[src/rtl/ita_oup_drain_if.sv]
// ita_oup_drain_if: FIFO-pop and output-beat channels of the ITA output drain.
// master (drain): fifo_ready_o, oup_valid_o, oup_data_o, oup_addr_o, oup_last_o out;
//                 fifo_valid_i, fifo_data_i, oup_ready_i in.
// slave (FIFO / streamer side): the mirror image.
interface ita_oup_drain_if #(
    parameter int unsigned N         = 16,
    parameter int unsigned WI        = 8,
    parameter int unsigned OutBytes  = 4,
    parameter int unsigned AddrWidth = 32
);
    logic                      fifo_valid_i;
    logic                      fifo_ready_o;
    logic [N*WI-1:0]           fifo_data_i;
    logic                      oup_valid_o;
    logic                      oup_ready_i;
    logic [OutBytes*WI-1:0]    oup_data_o;
    logic [AddrWidth-1:0]      oup_addr_o;
    logic                      oup_last_o;
    modport master (
        input  fifo_valid_i, fifo_data_i, oup_ready_i,
        output fifo_ready_o, oup_valid_o, oup_data_o, oup_addr_o, oup_last_o
    );
    modport slave (
        output fifo_valid_i, fifo_data_i, oup_ready_i,
        input  fifo_ready_o, oup_valid_o, oup_data_o, oup_addr_o, oup_last_o
    );
endinterface

[src/rtl/ita_oup_drain.sv]
// ita_oup_drain: pops N*WI-bit FIFO words and serializes them into addressed OutBytes-byte beats.
// Ports: clk_i, rst_ni (async active-low); start_i, rows_i, cols_i, base_addr_i, row_stride_i job config;
// bus (ita_oup_drain_if.master) FIFO pop + output beat channels; busy_o, done_o status; perf_stall_o.
// Optional: define ITA_OUP_DRAIN_PERF_EN to build the saturating output-stall counter on perf_stall_o.
module ita_oup_drain #(
    parameter int unsigned N         = 16,
    parameter int unsigned WI        = 8,
    parameter int unsigned OutBytes  = 4,
    parameter int unsigned AddrWidth = 32,
    parameter int unsigned DimWidth  = 12
) (
    input  logic                 clk_i,
    input  logic                 rst_ni,
    input  logic                 start_i,
    input  logic [DimWidth-1:0]  rows_i,
    input  logic [DimWidth-1:0]  cols_i,
    input  logic [AddrWidth-1:0] base_addr_i,
    input  logic [AddrWidth-1:0] row_stride_i,
    ita_oup_drain_if.master      bus,
    output logic                 busy_o,
    output logic                 done_o,
    output logic [31:0]          perf_stall_o
);
    localparam int unsigned BPW   = N / OutBytes;
    localparam int unsigned BeatW = OutBytes * WI;
    localparam int unsigned BW    = BPW > 1 ? $clog2(BPW) : 1;

    typedef enum logic [1:0] {IDLE, FETCH, SEND, DONE} state_e;

    state_e               state_q, state_d;
    logic [DimWidth-1:0]  rows_q, cols_q, row_q, col_q, cols_eff;
    logic [AddrWidth-1:0] row_base_q, stride_q;
    logic [BW-1:0]        beat_q;
    logic [N*WI-1:0]      hold_q;
    logic                 fire, pop, word_end, row_end, job_end;

    assign cols_eff = cols_i & ~DimWidth'(N - 1);
    assign fire     = bus.oup_valid_o && bus.oup_ready_i;
    assign pop      = bus.fifo_ready_o && bus.fifo_valid_i;
    assign word_end = beat_q == BW'(BPW - 1);
    assign row_end  = col_q == cols_q - DimWidth'(OutBytes);
    // Rows hold a whole number of words, so the job's last beat is also the last beat of its last word.
    assign job_end  = row_end && row_q == rows_q - DimWidth'(1);

    always_ff @(posedge clk_i or negedge rst_ni) begin
        if (!rst_ni) state_q <= IDLE;
        else         state_q <= state_d;
    end

    always_comb begin
        state_d = state_q;
        case (state_q)
            IDLE:    state_d = !start_i ? IDLE : (rows_i == '0 || cols_eff == '0) ? DONE : FETCH;
            FETCH:   state_d = bus.fifo_valid_i ? SEND : FETCH;
            SEND:    state_d = !(fire && word_end) ? SEND : job_end ? DONE : bus.fifo_valid_i ? SEND : FETCH;
            default: state_d = IDLE;
        endcase
    end

    // fifo_ready_o looks at oup_ready_i so the next word lands in hold_q without a bubble.
    always_comb begin
        bus.fifo_ready_o = state_q == FETCH || (state_q == SEND && bus.oup_ready_i && word_end && !job_end);
        bus.oup_valid_o  = state_q == SEND;
        bus.oup_last_o   = state_q == SEND && job_end;
        bus.oup_data_o   = hold_q[beat_q*BeatW +: BeatW];
        bus.oup_addr_o   = row_base_q + AddrWidth'(col_q);
        busy_o           = state_q != IDLE;
        done_o           = state_q == DONE;
    end

    always_ff @(posedge clk_i or negedge rst_ni) begin
        if (!rst_ni) begin
            rows_q     <= '0;
            cols_q     <= '0;
            row_q      <= '0;
            col_q      <= '0;
            row_base_q <= '0;
            stride_q   <= '0;
            beat_q     <= '0;
            hold_q     <= '0;
        end else begin
            if (state_q == IDLE && start_i) begin
                rows_q     <= rows_i;
                cols_q     <= cols_eff;
                row_base_q <= base_addr_i;
                stride_q   <= row_stride_i;
                row_q      <= '0;
                col_q      <= '0;
                beat_q     <= '0;
            end
            if (pop) begin
                hold_q <= bus.fifo_data_i;
                beat_q <= '0;
            end else if (fire) begin
                beat_q <= word_end ? '0 : beat_q + BW'(1);
            end
            if (fire) begin
                col_q      <= row_end ? '0 : col_q + DimWidth'(OutBytes);
                row_q      <= row_end ? row_q + DimWidth'(1) : row_q;
                row_base_q <= row_end ? row_base_q + stride_q : row_base_q;
            end
        end
    end

`ifdef ITA_OUP_DRAIN_PERF_EN
    logic [31:0] stall_q;

    always_ff @(posedge clk_i or negedge rst_ni) begin
        if (!rst_ni)                                                  stall_q <= '0;
        else if (state_q == IDLE && start_i)                          stall_q <= '0;
        else if (bus.oup_valid_o && !bus.oup_ready_i && stall_q != '1) stall_q <= stall_q + 32'd1;
    end

    assign perf_stall_o = stall_q;
`else
    assign perf_stall_o = '0;
`endif

endmodule

[src/flat_wrapper.sv]
// flat-port wrapper written by rule: the top's interface ports become plain ports
module ita_oup_drain_flat 
#(
    parameter int unsigned N         = 16,
    parameter int unsigned WI        = 8,
    parameter int unsigned OutBytes  = 4,
    parameter int unsigned AddrWidth = 32,
    parameter int unsigned DimWidth  = 12
)
  (clk_i, rst_ni, start_i, rows_i, cols_i, base_addr_i, row_stride_i, busy_o, done_o, perf_stall_o, bus_fifo_valid_i, bus_fifo_data_i, bus_oup_ready_i, bus_fifo_ready_o, bus_oup_valid_o, bus_oup_data_o, bus_oup_addr_o, bus_oup_last_o);
  ita_oup_drain_if #(.N(N), .WI(WI), .OutBytes(OutBytes), .AddrWidth(AddrWidth)) bus_i ();
  input  logic clk_i;
  input  logic rst_ni;
  input  logic start_i;
  input  logic [DimWidth-1:0] rows_i;
  input  logic [DimWidth-1:0] cols_i;
  input  logic [AddrWidth-1:0] base_addr_i;
  input  logic [AddrWidth-1:0] row_stride_i;
  output logic busy_o;
  output logic done_o;
  output logic [31:0] perf_stall_o;
  input wire logic [$bits(bus_i.fifo_valid_i)-1:0] bus_fifo_valid_i;
  input wire logic [$bits(bus_i.fifo_data_i)-1:0] bus_fifo_data_i;
  input wire logic [$bits(bus_i.oup_ready_i)-1:0] bus_oup_ready_i;
  output wire logic [$bits(bus_i.fifo_ready_o)-1:0] bus_fifo_ready_o;
  output wire logic [$bits(bus_i.oup_valid_o)-1:0] bus_oup_valid_o;
  output wire logic [$bits(bus_i.oup_data_o)-1:0] bus_oup_data_o;
  output wire logic [$bits(bus_i.oup_addr_o)-1:0] bus_oup_addr_o;
  output wire logic [$bits(bus_i.oup_last_o)-1:0] bus_oup_last_o;
  assign bus_i.fifo_valid_i = bus_fifo_valid_i;
  assign bus_i.fifo_data_i = bus_fifo_data_i;
  assign bus_i.oup_ready_i = bus_oup_ready_i;
  assign bus_fifo_ready_o = bus_i.fifo_ready_o;
  assign bus_oup_valid_o = bus_i.oup_valid_o;
  assign bus_oup_data_o = bus_i.oup_data_o;
  assign bus_oup_addr_o = bus_i.oup_addr_o;
  assign bus_oup_last_o = bus_i.oup_last_o;
  ita_oup_drain #(.N(N), .WI(WI), .OutBytes(OutBytes), .AddrWidth(AddrWidth), .DimWidth(DimWidth)) u_core (.clk_i(clk_i), .rst_ni(rst_ni), .start_i(start_i), .rows_i(rows_i), .cols_i(cols_i), .base_addr_i(base_addr_i), .row_stride_i(row_stride_i), .bus(bus_i), .busy_o(busy_o), .done_o(done_o), .perf_stall_o(perf_stall_o));
endmodule
[config.mk]
export PLATFORM = sky130hd
export DESIGN_NAME = ita_oup_drain_flat
export DESIGN_NICKNAME = d
export VERILOG_FILES = /design/src/rtl/ita_oup_drain_if.sv /design/src/rtl/ita_oup_drain.sv /design/src/flat_wrapper.sv
export SDC_FILE = /design/constraint.sdc
export NUM_CORES = 1
export LEC_CHECK = 0
export BUFFER_PORTS_ARGS = -buffer_cell sky130_fd_sc_hd__buf_4
export CAP_MARGIN = 20
export CELL_PAD_IN_SITES_DETAIL_PLACEMENT = 1
export CELL_PAD_IN_SITES_GLOBAL_PLACEMENT = 1
export CORE_UTILIZATION = 35
export CTS_CLUSTER_DIAMETER = 80
export DETAILED_ROUTE_END_ITERATION = 16
export PLACE_DENSITY_LB_ADDON = 0.1
export SYNTH_ARGS = -nofsm -noshare
export SYNTH_HDL_FRONTEND = slang
export SYNTH_SLANG_ARGS = --single-unit
[constraint.sdc]
create_clock -name clk_i -period 6.4 [get_ports clk_i]
set_input_delay 0 -clock clk_i [delete_from_list [all_inputs] [get_ports clk_i]]
set_output_delay 0 -clock clk_i [all_outputs]
set_load 0.03 [all_outputs]
==> results.md <==
- Utilization after layout: 49.33%
- Synth cell types: slightly above 60
- Top Family by Delay on Critical Path: simple AND/OR/NAND/NOR gates
- Largest cells by area after synthesis: dfrtp_1, o211ai_1, nand2_1
- Final hold violation count: 0
- Normalized max-slew margin: about a quarter
- Reg clk slew, reported paths: 0.06 ns
- Worst slew pin tran: approximately 1.1 ns
- Port bufs: 285
- Buf+Inv Stages, Crit Path: 2
- Post-synth top flop: dfrtp_1
- DRT Pass-1 Iters: 5
- Placer Congestion: 0.8635
- Req. time, crit path: approximately 6.9 ns
- Status: complete, no violations
- Clock Sinks: 238
- Largest net degree at the start of global routing: 126
- Via Count: 14950
- Initial antenna violation count: 4
- Synthesized cell area: roughly 0.015 mm²
- Post-synthesis sequential area ratio: 39.46%
- Post-route cell area: roughly 0.021 mm²
- H-tree lvl count: 1
- Crit path kind: reg -> reg
- Nature of the critical path startpoint: flip-flop
- Area Overhead vs Synth: 38.01%
- Synth warnings: 0
- Nets: 2449
- Routed Wire Length: roughly 56 mm
- DRC Markers: 0
- CP Capture Type: flip-flop
- Setup tns final: 0 ns
- RSZ-0062 raised after global routing: no
- Post-synth EDFFs: 0
- Worst-skew pair later-pin latency: just under 0.6 ns
- Skew final: 0.01127 ns
- Cell chain of the critical path: or4_4 > or4b_1 > and3_1 > o31a_1 > nor2_1 > and4_4 > buf_4 > buf_4 > o211ai_1 > o211ai_1
- Longest Clk Path Bufs: 3
- Synth top cells by count: nand2_1, o211ai_1, dfrtp_1
- Die ar.: 0.04396 mm²
- VDD IR max: 0.0002254 V
- P per Cell Area: 452.4 mW/mm²
- Filler Cell Count: 4830
- Post-DRT Antenna Nets: 0
- Tightest Hold Check Type: in -> reg
- Detailed Place HPWL: 34.89 mm
- Leakage: around 9.1 nW
- Total track usage: between 20% and 30%
- Core area: 0.04223 mm²
- Die width: around 210 µm
- Synthesized flop and latch total: 238
- Rows: 75
- Num CTS Buffers: 31
- Root cell of the clock tree: clkbuf_16
- Tmin final: approximately 4.4 ns
- Resize count post-CTS: 0
- Drt wl/cell: 20.26 µm
- Ratio of cells with drive above 1 in the final layout: 18.28%
- Cell taking the most area after synthesis: dfrtp_1
- Slew Limit Fails: 0
- Initial DRC Count: 963
- Vias in the first global route: around 16000
- I/O pin total: between 300 and 400
- Die height: 209.7 µm
- CTS tree: built
- Worst Hold Slack: 0.005008 ns
- Asr flop ratio synth: between 90% and 100%
- Vias/cell: ~5.4
- Syn_area_per_cell: 8.566 µm²
- Placed inst area: 0.01745 mm²
- Fin crit share: between 60% and 70%
- Share of the synthesized area in the top cell type: 39.46%
- WP data arrival: 4.92 ns
- Maximum achievable frequency: 225.8 MHz
- Final setup fails: 0
- Max Cap Viol: 0
- First-pass GRT wire length: 89.46 mm
- Initial core utilization: between 30% and 40%
- Synth Instances: between 1500 and 2000
- Worst-path fanout max: 70
- Cell with the most instances after synthesis: nand2_1
- Worst path max stage delay: 0.75 ns
- Slowest cell on crit path: buf_4
- Grt ovf: 0
-- per-layer routing --
layer / track usage, % / vias to the layer above / wire length, µm
li1: - / 7079 / -
met1: 32.66 / 7468 / 24170
met2: 43.91 / 321 / 27660
met3: 3.980 / 85 / 2393
met4: 6.343 / 0 / 1438
met5: 0 / - / 0
-- final cells by class --
| class | count | area (µm²) | share of cell area, % |
|---|---|---|---|
| sequential | 238 | 5957 | 28.60 |
| tap | 539 | 674.4 | 3.238 |
| inverter | 27 | 103.9 | 0.4986 |
| multi-input combinational | 1355 | 8397 | 40.31 |
| antenna | 5 | 12.51 | 0.06007 |
| timing repair buffer | 528 | 4559 | 21.89 |
| clock inverter | 15 | 262.8 | 1.261 |
| clock buffer | 41 | 863.3 | 4.145 |
-- logic make-up after synthesis --
logic type      count (synthesis)  synth area share (%)
fa+ha+maj                      47                 3.946
simple gates                  680                 18.82
compound gates                474                 21.65
flops                         238                 39.46
xor+xnor                       79                 4.584
other cells                     1               0.02485
buf+inv                       200                 5.993
mux                            43                 5.521
-- repair_timing --
action	in CTS	in global routing
hold buffers	223	0
buffers inserted	0	0
endpoints found under the hold margin	327	0
-- path summary, 6_finish.rpt --
| kind | startpoint | endpoint | slack [ns] | depth (start not counted) |
|---|---|---|---|---|
| setup / recovery | u_core.cols_q[6] | u_core.hold_q[3] | 1.97 | 10 |
| setup reg to reg | u_core.cols_q[6] | u_core.hold_q[3] | 1.97 | 10 |
| hold / removal | bus_fifo_valid_i | u_core.hold_q[78] | 0.005 | 3 |
| max in group asynchronous | rst_ni | u_core.hold_q[83] | 5.00 | 3 |
| hold reg to reg | u_core.stride_q[4] | u_core.stride_q[4] | 0.48 | 2 |
| min in group asynchronous | rst_ni | u_core.stride_q[14] | 0.07 | 2 |
-- through the flow --
stage / cells / total power, W / worst slack (ns)
floorplan: 1793 / 0.005876 / 3.190
global placement: 2462 / 0.007210 / 2.093
detailed placement: 2463 / 0.007366 / 2.003
CTS: 2742 / 0.009485 / 1.978
global route: 2746 / 0.01009 / 1.770
finish: 2748 / 0.009423 / 1.972
-- power by group --
group | total [W] | internal (W) | switching (W)
Sequential | 0.00253 | 0.00201 | 0.000516
Combinational | 0.00494 | 0.00204 | 0.00290
Clock | 0.00196 | 0.00122 | 0.000731
-- state kept, by name (all words and copies together), names as in the netlist --
name and count:
u_core.row_q 12, u_core.cols_q 8, u_core.hold_q 128, u_core.row_base_q 32, u_core.rows_q 12, u_core.beat_q 2, u_core.state_q 2, u_core.stride_q 32
u_core.col_q 10
-- cells in the final DEF, fill, tap and decap left out, types with 5 or more instances in the layout --
cell type / synthesis / layout
o31ai_1: 7 / 6
o22ai_1: 11 / 11
mux4_2: 32 / 32
clkbuf_1: 112 / 5
nand2_1: 472 / 470
a21oi_1: 61 / 61
bufinv_16: 0 / 7
dfrtp_1: 238 / 237
nand4_1: 14 / 14
nor2b_1: 8 / 8
xnor2_1: 45 / 45
o21ai_0: 58 / 58
a211oi_1: 6 / 6
o21a_1: 7 / 6
nand3_1: 32 / 32
mux2i_1: 9 / 9
xor2_1: 34 / 34
conb_1: 1 / 32
nor2_1: 78 / 78
clkbuf_8: 0 / 5
inv_1: 26 / 26
buf_4: 34 / 300
nor3_1: 20 / 19
a31oi_1: 11 / 11
nor4_1: 12 / 12
nand2b_1: 8 / 7
ha_1: 46 / 46
clkbuf_16: 0 / 31
diode_2: 0 / 5
dlygate4sd3_1: 0 / 223
and3_1: 12 / 12
a21o_1: 18 / 18
and2_1: 8 / 7
o211ai_1: 262 / 262
-- worst min-delay path: stages --
cell and delay, ns:
buf_4 0.31, nand2_1 0.14, o211ai_1 0.07
No activity file was read; power rests on OpenSTA's default activity.
